File: config.mk
export PLATFORM = sky130hd
export DESIGN_NAME = mouse_event_tracker
export DESIGN_NICKNAME = d
export VERILOG_FILES = /design/src/rtl/mouse_event_tracker.sv
export SDC_FILE = /design/constraint.sdc
export NUM_CORES = 1
export LEC_CHECK = 0
export CELL_PAD_IN_SITES_DETAIL_PLACEMENT = 1
export CELL_PAD_IN_SITES_GLOBAL_PLACEMENT = 1
export CORE_UTILIZATION = 50
export CTS_CLUSTER_SIZE = 14
export DETAILED_ROUTE_END_ITERATION = 7
export PLACE_DENSITY = 0.9
export SLEW_MARGIN = 20
export SYNTH_ARGS = -nofsm -noshare
export SYNTH_HDL_FRONTEND = slang
export SYNTH_SLANG_ARGS = --single-unit
File: constraint.sdc
create_clock -name clk -period 3.2 [get_ports clk]
set_input_delay 0.32 -clock clk [delete_from_list [all_inputs] [get_ports clk]]
set_output_delay 0.32 -clock clk [all_outputs]
set_load 0.01 [all_outputs]
File: src/rtl/mouse_event_tracker.sv
// mouse_event_tracker: registers the decoder's binned cursor/buttons, runs a
// moving/settling/idle motion state machine, and queues every button press
// (position + press mask) in a show-ahead event FIFO with a sticky overflow.
module mouse_event_tracker #(
    parameter int COORD_W    = 4,
    parameter int NUM_BTN    = 3,
    parameter int SETTLE     = 1000,
    parameter int FIFO_DEPTH = 8
) (
    input  logic                            clk,
    input  logic                            reset_n,
    input  logic [COORD_W-1:0]              x_in,
    input  logic [COORD_W-1:0]              y_in,
    input  logic [NUM_BTN-1:0]              btn_in,
    input  logic                            ev_ready,
    input  logic                            clr_overflow,
    output logic                            ev_valid,
    output logic [COORD_W-1:0]              ev_x,
    output logic [COORD_W-1:0]              ev_y,
    output logic [NUM_BTN-1:0]              ev_btn,
    output logic                            moving,
    output logic                            motion_pulse,
    output logic [$clog2(FIFO_DEPTH):0]     ev_count,
    output logic                            overflow
);

    localparam int CNT_W = $clog2(SETTLE);
    localparam int PTR_W = $clog2(FIFO_DEPTH);
    localparam int EC_W  = PTR_W + 1;

    localparam logic [1:0] IDLE     = 2'd0;
    localparam logic [1:0] MOVING   = 2'd1;
    localparam logic [1:0] SETTLING = 2'd2;

    typedef struct packed {
        logic [NUM_BTN-1:0] btn;
        logic [COORD_W-1:0] y;
        logic [COORD_W-1:0] x;
    } entry_t;

    logic [COORD_W-1:0] x_q, y_q, x_p, y_p;
    logic [NUM_BTN-1:0] btn_q, btn_p;
    logic               primed;
    logic               change;
    logic [NUM_BTN-1:0] press;
    logic               push;

    logic [1:0]         state;
    logic [CNT_W-1:0]   cnt;

    entry_t             mem [FIFO_DEPTH];
    logic [PTR_W-1:0]   wr_ptr, rd_ptr;
    logic               full, pop, wr_en, drop;
    entry_t             head;

    // Input stage: capture decoder outputs every cycle.
    // NOTE: sequential state uses non-blocking (<=) so every register samples
    // pre-edge values; blocking here would create order-dependent races.
    always_ff @(posedge clk or negedge reset_n) begin
        if (!reset_n) begin
            x_q   <= '0;
            y_q   <= '0;
            btn_q <= '0;
        end else begin
            x_q   <= x_in;
            y_q   <= y_in;
            btn_q <= btn_in;
        end
    end

    // Compare stage: the prime edge loads the value the input stage captures on
    // that same edge, so the first compare sees no spurious change or press.
    always_ff @(posedge clk or negedge reset_n) begin
        if (!reset_n) begin
            x_p    <= '0;
            y_p    <= '0;
            btn_p  <= '0;
            primed <= 1'b0;
        end else if (!primed) begin
            x_p    <= x_in;
            y_p    <= y_in;
            btn_p  <= btn_in;
            primed <= 1'b1;
        end else begin
            x_p    <= x_q;
            y_p    <= y_q;
            btn_p  <= btn_q;
        end
    end

    // Change and press detection, suppressed until primed.
    // NOTE: every always_comb output gets a default first so no path leaves it
    // unassigned, which would infer a latch.
    always_comb begin
        change = 1'b0;
        press  = '0;
        if (primed) begin
            change = (x_q != x_p) || (y_q != y_p);
            press  = btn_q & ~btn_p;
        end
    end

    assign push = |press;

    // Motion FSM: IDLE -> MOVING on change (with pulse); SETTLE quiet edges to return.
    always_ff @(posedge clk or negedge reset_n) begin
        if (!reset_n) begin
            state        <= IDLE;
            cnt          <= '0;
            motion_pulse <= 1'b0;
        end else begin
            motion_pulse <= 1'b0;
            case (state)
                IDLE: begin
                    if (change) begin
                        state        <= MOVING;
                        motion_pulse <= 1'b1;
                    end
                end
                MOVING: begin
                    if (!change) begin
                        state <= SETTLING;
                        cnt   <= CNT_W'(1);
                    end
                end
                SETTLING: begin
                    if (change) begin
                        state <= MOVING;
                    end else if (cnt == CNT_W'(SETTLE - 1)) begin
                        state <= IDLE;
                    end else begin
                        cnt <= cnt + CNT_W'(1);
                    end
                end
                default: state <= IDLE;
            endcase
        end
    end

    assign moving = (state != IDLE);

    assign full  = (ev_count == EC_W'(FIFO_DEPTH));
    assign pop   = ev_valid && ev_ready;
    assign wr_en = push && (!full || pop);
    assign drop  = push && full && !pop;

    // Event FIFO storage, pointers and occupancy.
    // NOTE: the storage is reset too, so the head fields read 0 out of reset;
    // the array is small enough that this costs little.
    always_ff @(posedge clk or negedge reset_n) begin
        if (!reset_n) begin
            for (int i = 0; i < FIFO_DEPTH; i++) mem[i] <= '0;
            wr_ptr   <= '0;
            rd_ptr   <= '0;
            ev_count <= '0;
        end else begin
            if (wr_en) begin
                mem[wr_ptr] <= '{btn: press, y: y_q, x: x_q};
                wr_ptr      <= wr_ptr + PTR_W'(1);
            end
            if (pop) rd_ptr <= rd_ptr + PTR_W'(1);
            case ({wr_en, pop})
                2'b10:   ev_count <= ev_count + EC_W'(1);
                2'b01:   ev_count <= ev_count - EC_W'(1);
                default: ev_count <= ev_count;
            endcase
        end
    end

    // Sticky overflow: a same-cycle drop wins over the clear.
    always_ff @(posedge clk or negedge reset_n) begin
        if (!reset_n)          overflow <= 1'b0;
        else if (drop)         overflow <= 1'b1;
        else if (clr_overflow) overflow <= 1'b0;
    end

    assign head     = mem[rd_ptr];
    assign ev_valid = (ev_count != '0);
    assign ev_x     = head.x;
    assign ev_y     = head.y;
    assign ev_btn   = head.btn;

endmodule

==> results.sh, run 1 <==
export IMPL_outcome="complete, no violations"
export IMPL_hold_viol=0
export IMPL_multi_input_area_um2=2590
export IMPL_synth_nets=445
export IMPL_place_ws_ns=0.599
export IMPL_area_growth_pct=18.6
export IMPL_syn_avg_cell_area_um2=14.5
export IMPL_route_detailed_drc=0
export IMPL_worstSetupStartpointType="flip-flop"
export IMPL_netlist_area_um2=6130
export IMPL_fp_dieH_um=113
export IMPL_grt_antenna_before_repair=0
export IMPL_clockRootBuffer="clkbuf_16"
export IMPL_die_x_um=113
export IMPL_start_util=0.512
export IMPL_tightest_slew_ns=0.971
export IMPL_wl_per_cell_um=23.5
export IMPL_ys_seq_elements=135
export IMPL_drt_iter0_markers=147
export IMPL_layout_common_cells="135 x dfrtp_1, 100 x mux2_2, 32 x clkdlybuf4s50_1"
export IMPL_yosysSeqAreaShare=0.551
export IMPL_vias_per_cell=5.87
export IMPL_layout_commonest_cell="dfrtp_1"
export IMPL_vias=3642
export IMPL_synthArstFlopShare=1.00
export IMPL_r2r_cells=10
export IMPL_maxSlewHeadroom=0.353
export IMPL_synth_warnings=0
export IMPL_path_clk_slew_ns=0.06
export IMPL_drtAntennaViolNets=0
export IMPL_cp_required_ns=2.88
export IMPL_worst_slack_ns=0.393
export IMPL_dp_hpwl_mm=9.14
export IMPL_globalplace_congestion=0.718
export IMPL_min_period_ns=2.81
export IMPL_rsz0062_at_grt="false"
export IMPL_ctsLongestPathBuffers=2
export IMPL_max_freq_ghz=0.356
export IMPL_reg2reg_to="ev_count[2]"
export IMPL_power_density_nw_per_um2=1020
export IMPL_worst_ep_arrival_time_ns=2.49
export IMPL_max_vdd_ir_drop_mv=0.713
export IMPL_die_area_um2=12700
export IMPL_placed_cells=588
export IMPL_clock_sinks=135
export IMPL_p_leak_nw=3.20
export IMPL_slew_violations=0
export IMPL_path_class="flip-flop to output port"
export IMPL_core_region_area_um2=12000
export IMPL_rows=40
export IMPL_ys_types=45
export IMPL_utilization=0.607
export IMPL_final_setup_viol_count=0
export IMPL_maxCapViolations=0
export IMPL_critPathCaptureType="output port"
export IMPL_ctsHoldBuffers=0
export IMPL_drt_wl_total_mm=14.6
export IMPL_layout_nets=481
export IMPL_r2r_start="ev_count[1]"
export IMPL_syn_inst=424
export IMPL_clk_latency_ns=0.42
export IMPL_cts_buffers=17
export IMPL_grt_usage=0.257
export IMPL_grt_pass1_vias=4279
export IMPL_synth_edf_count=0
export IMPL_grt_overflow=0
export IMPL_fin_setup_tns_ns=0
export IMPL_htreeDepth=4
export IMPL_whs_ns=0.0524
export IMPL_port_buffers=33
export IMPL_grt_pass1_wl_mm=23.9
export IMPL_timing_final_crit_share=0.877
export IMPL_clock_skew_ns=0.00915
export IMPL_grt_start_max_net_pins=75
export IMPL_final_seq_area_um2=3380
export IMPL_cp_max_fo=22
export IMPL_pin_count=34
export IMPL_fill_cells=1089
export IMPL_drive_gt1_frac=0.389
export IMPL_post_cts_buffers=0
export IMPL_reg2reg_slack_ns=0.57
export IMPL_tritoncts="built"
export IMPL_fin_cells=620
export IMPL_drtPass1Iterations=4
export IMPL_crit_start="rd_ptr[0]"
export IMPL_synthFlopType="dfrtp_1"
export IMPL_antenna_cells=0
export IMPL_post_cts_resized=0
export IMPL_hp_class="input port to asynchronous set/reset pin"
export IMPL_crit_end="ev_x[0]"
## report_power, final
part	switching, mW	internal [mW]	leakage [nW]
combinational	0.934	1.53	1.21
sequential	0.512	2.33	1.68
clock	0.705	1.40	0.312
## cell usage after synthesis (4+ instances only)
cell | number | area share
dfrtp_1 | 135 | 0.55
mux2_2 | 100 | 0.18
mux4_2 | 22 | 0.081
clkbuf_1 | 16 | 0.0098
nand2_1 | 15 | 0.0092
xnor2_1 | 13 | 0.019
nor2_1 | 12 | 0.0073
buf_2 | 10 | 0.0082
mux2_4 | 10 | 0.024
inv_1 | 8 | 0.0049
a21oi_1 | 6 | 0.0049
ha_1 | 6 | 0.012
nand3_1 | 6 | 0.0049
o21ai_0 | 6 | 0.0049
and3_1 | 5 | 0.0051
a221o_1 | 4 | 0.0065
xor2_1 | 4 | 0.0057
## worst min path at each step
stage	startpoint	to
final	reset_n	cnt[4]
after global routing	reset_n	cnt[4]
after CTS	reset_n	cnt[4]
after detailed placement	mem[50]	mem[50]
after global placement	btn_q[0]	btn_p[0]
after floorplan	reset_n	btn_p[0]
## critical path: stages (launching register included)
cell             delay (ns)
dfrtp_1                0.44
buf_12                 0.26
mux4_2                 0.56
mux2_2                 0.32
clkdlybuf4s50_1        0.49
## area by class of cell
type                    count  area share
clock buffers              22      0.0625
clock inverters            10      0.0241
inverters                   9     0.00499
multi-input cells         252       0.357
flip-flops and latches    135       0.465
well taps                 147      0.0253
repair buffers             45      0.0610
## registers in the layout, summed over array words and instances (netlist names), 2 cells and up
| name | flops |
|---|---|
| x_q | 4 |
| y_p | 4 |
| x_p | 4 |
| mem | 88 |
| y_q | 4 |
| btn_q | 3 |
| wr_ptr | 3 |
| state | 2 |
| btn_p | 3 |
| rd_ptr | 3 |
| cnt | 10 |
| ev_count | 4 |
## stage by stage
step / instance area, um2 / total power, mW
2_1_floorplan: 6130 / 4.34
3_3_place_gp: 6640 / 5.07
3_5_place_dp: 6640 / 5.30
4_1_cts: 7270 / 7.47
5_1_grt: 7270 / 7.77
6_report: 7270 / 7.41
## per-layer routing
metal / track usage / share of wire
met3: 0.0584 / 0.030
met4: 0.118 / 0.026
met2: 0.439 / 0.53
met1: 0.312 / 0.41
met5: 0 / 0
## kinds of logic after synthesis
logic type                 synth area share
AOI/OAI and AO/OA                    0.0325
buffers and inverters                0.0263
other                              0.000612
xor gates and xnor gates             0.0243
muxes                                 0.289
DFF                                   0.551
and+or+nand+nor                      0.0637
adders and majority gates            0.0122
Note: power is estimated with default switching activity, not from simulation.
==> run 2, diff against run 1 <==
CTS_CLUSTER_SIZE = 25   (was 14)
HOLD_SLACK_MARGIN = 0.02   (was not set)
==> results of run 2 <==
Final layout, timing and power as in run 1 (identical DEF).
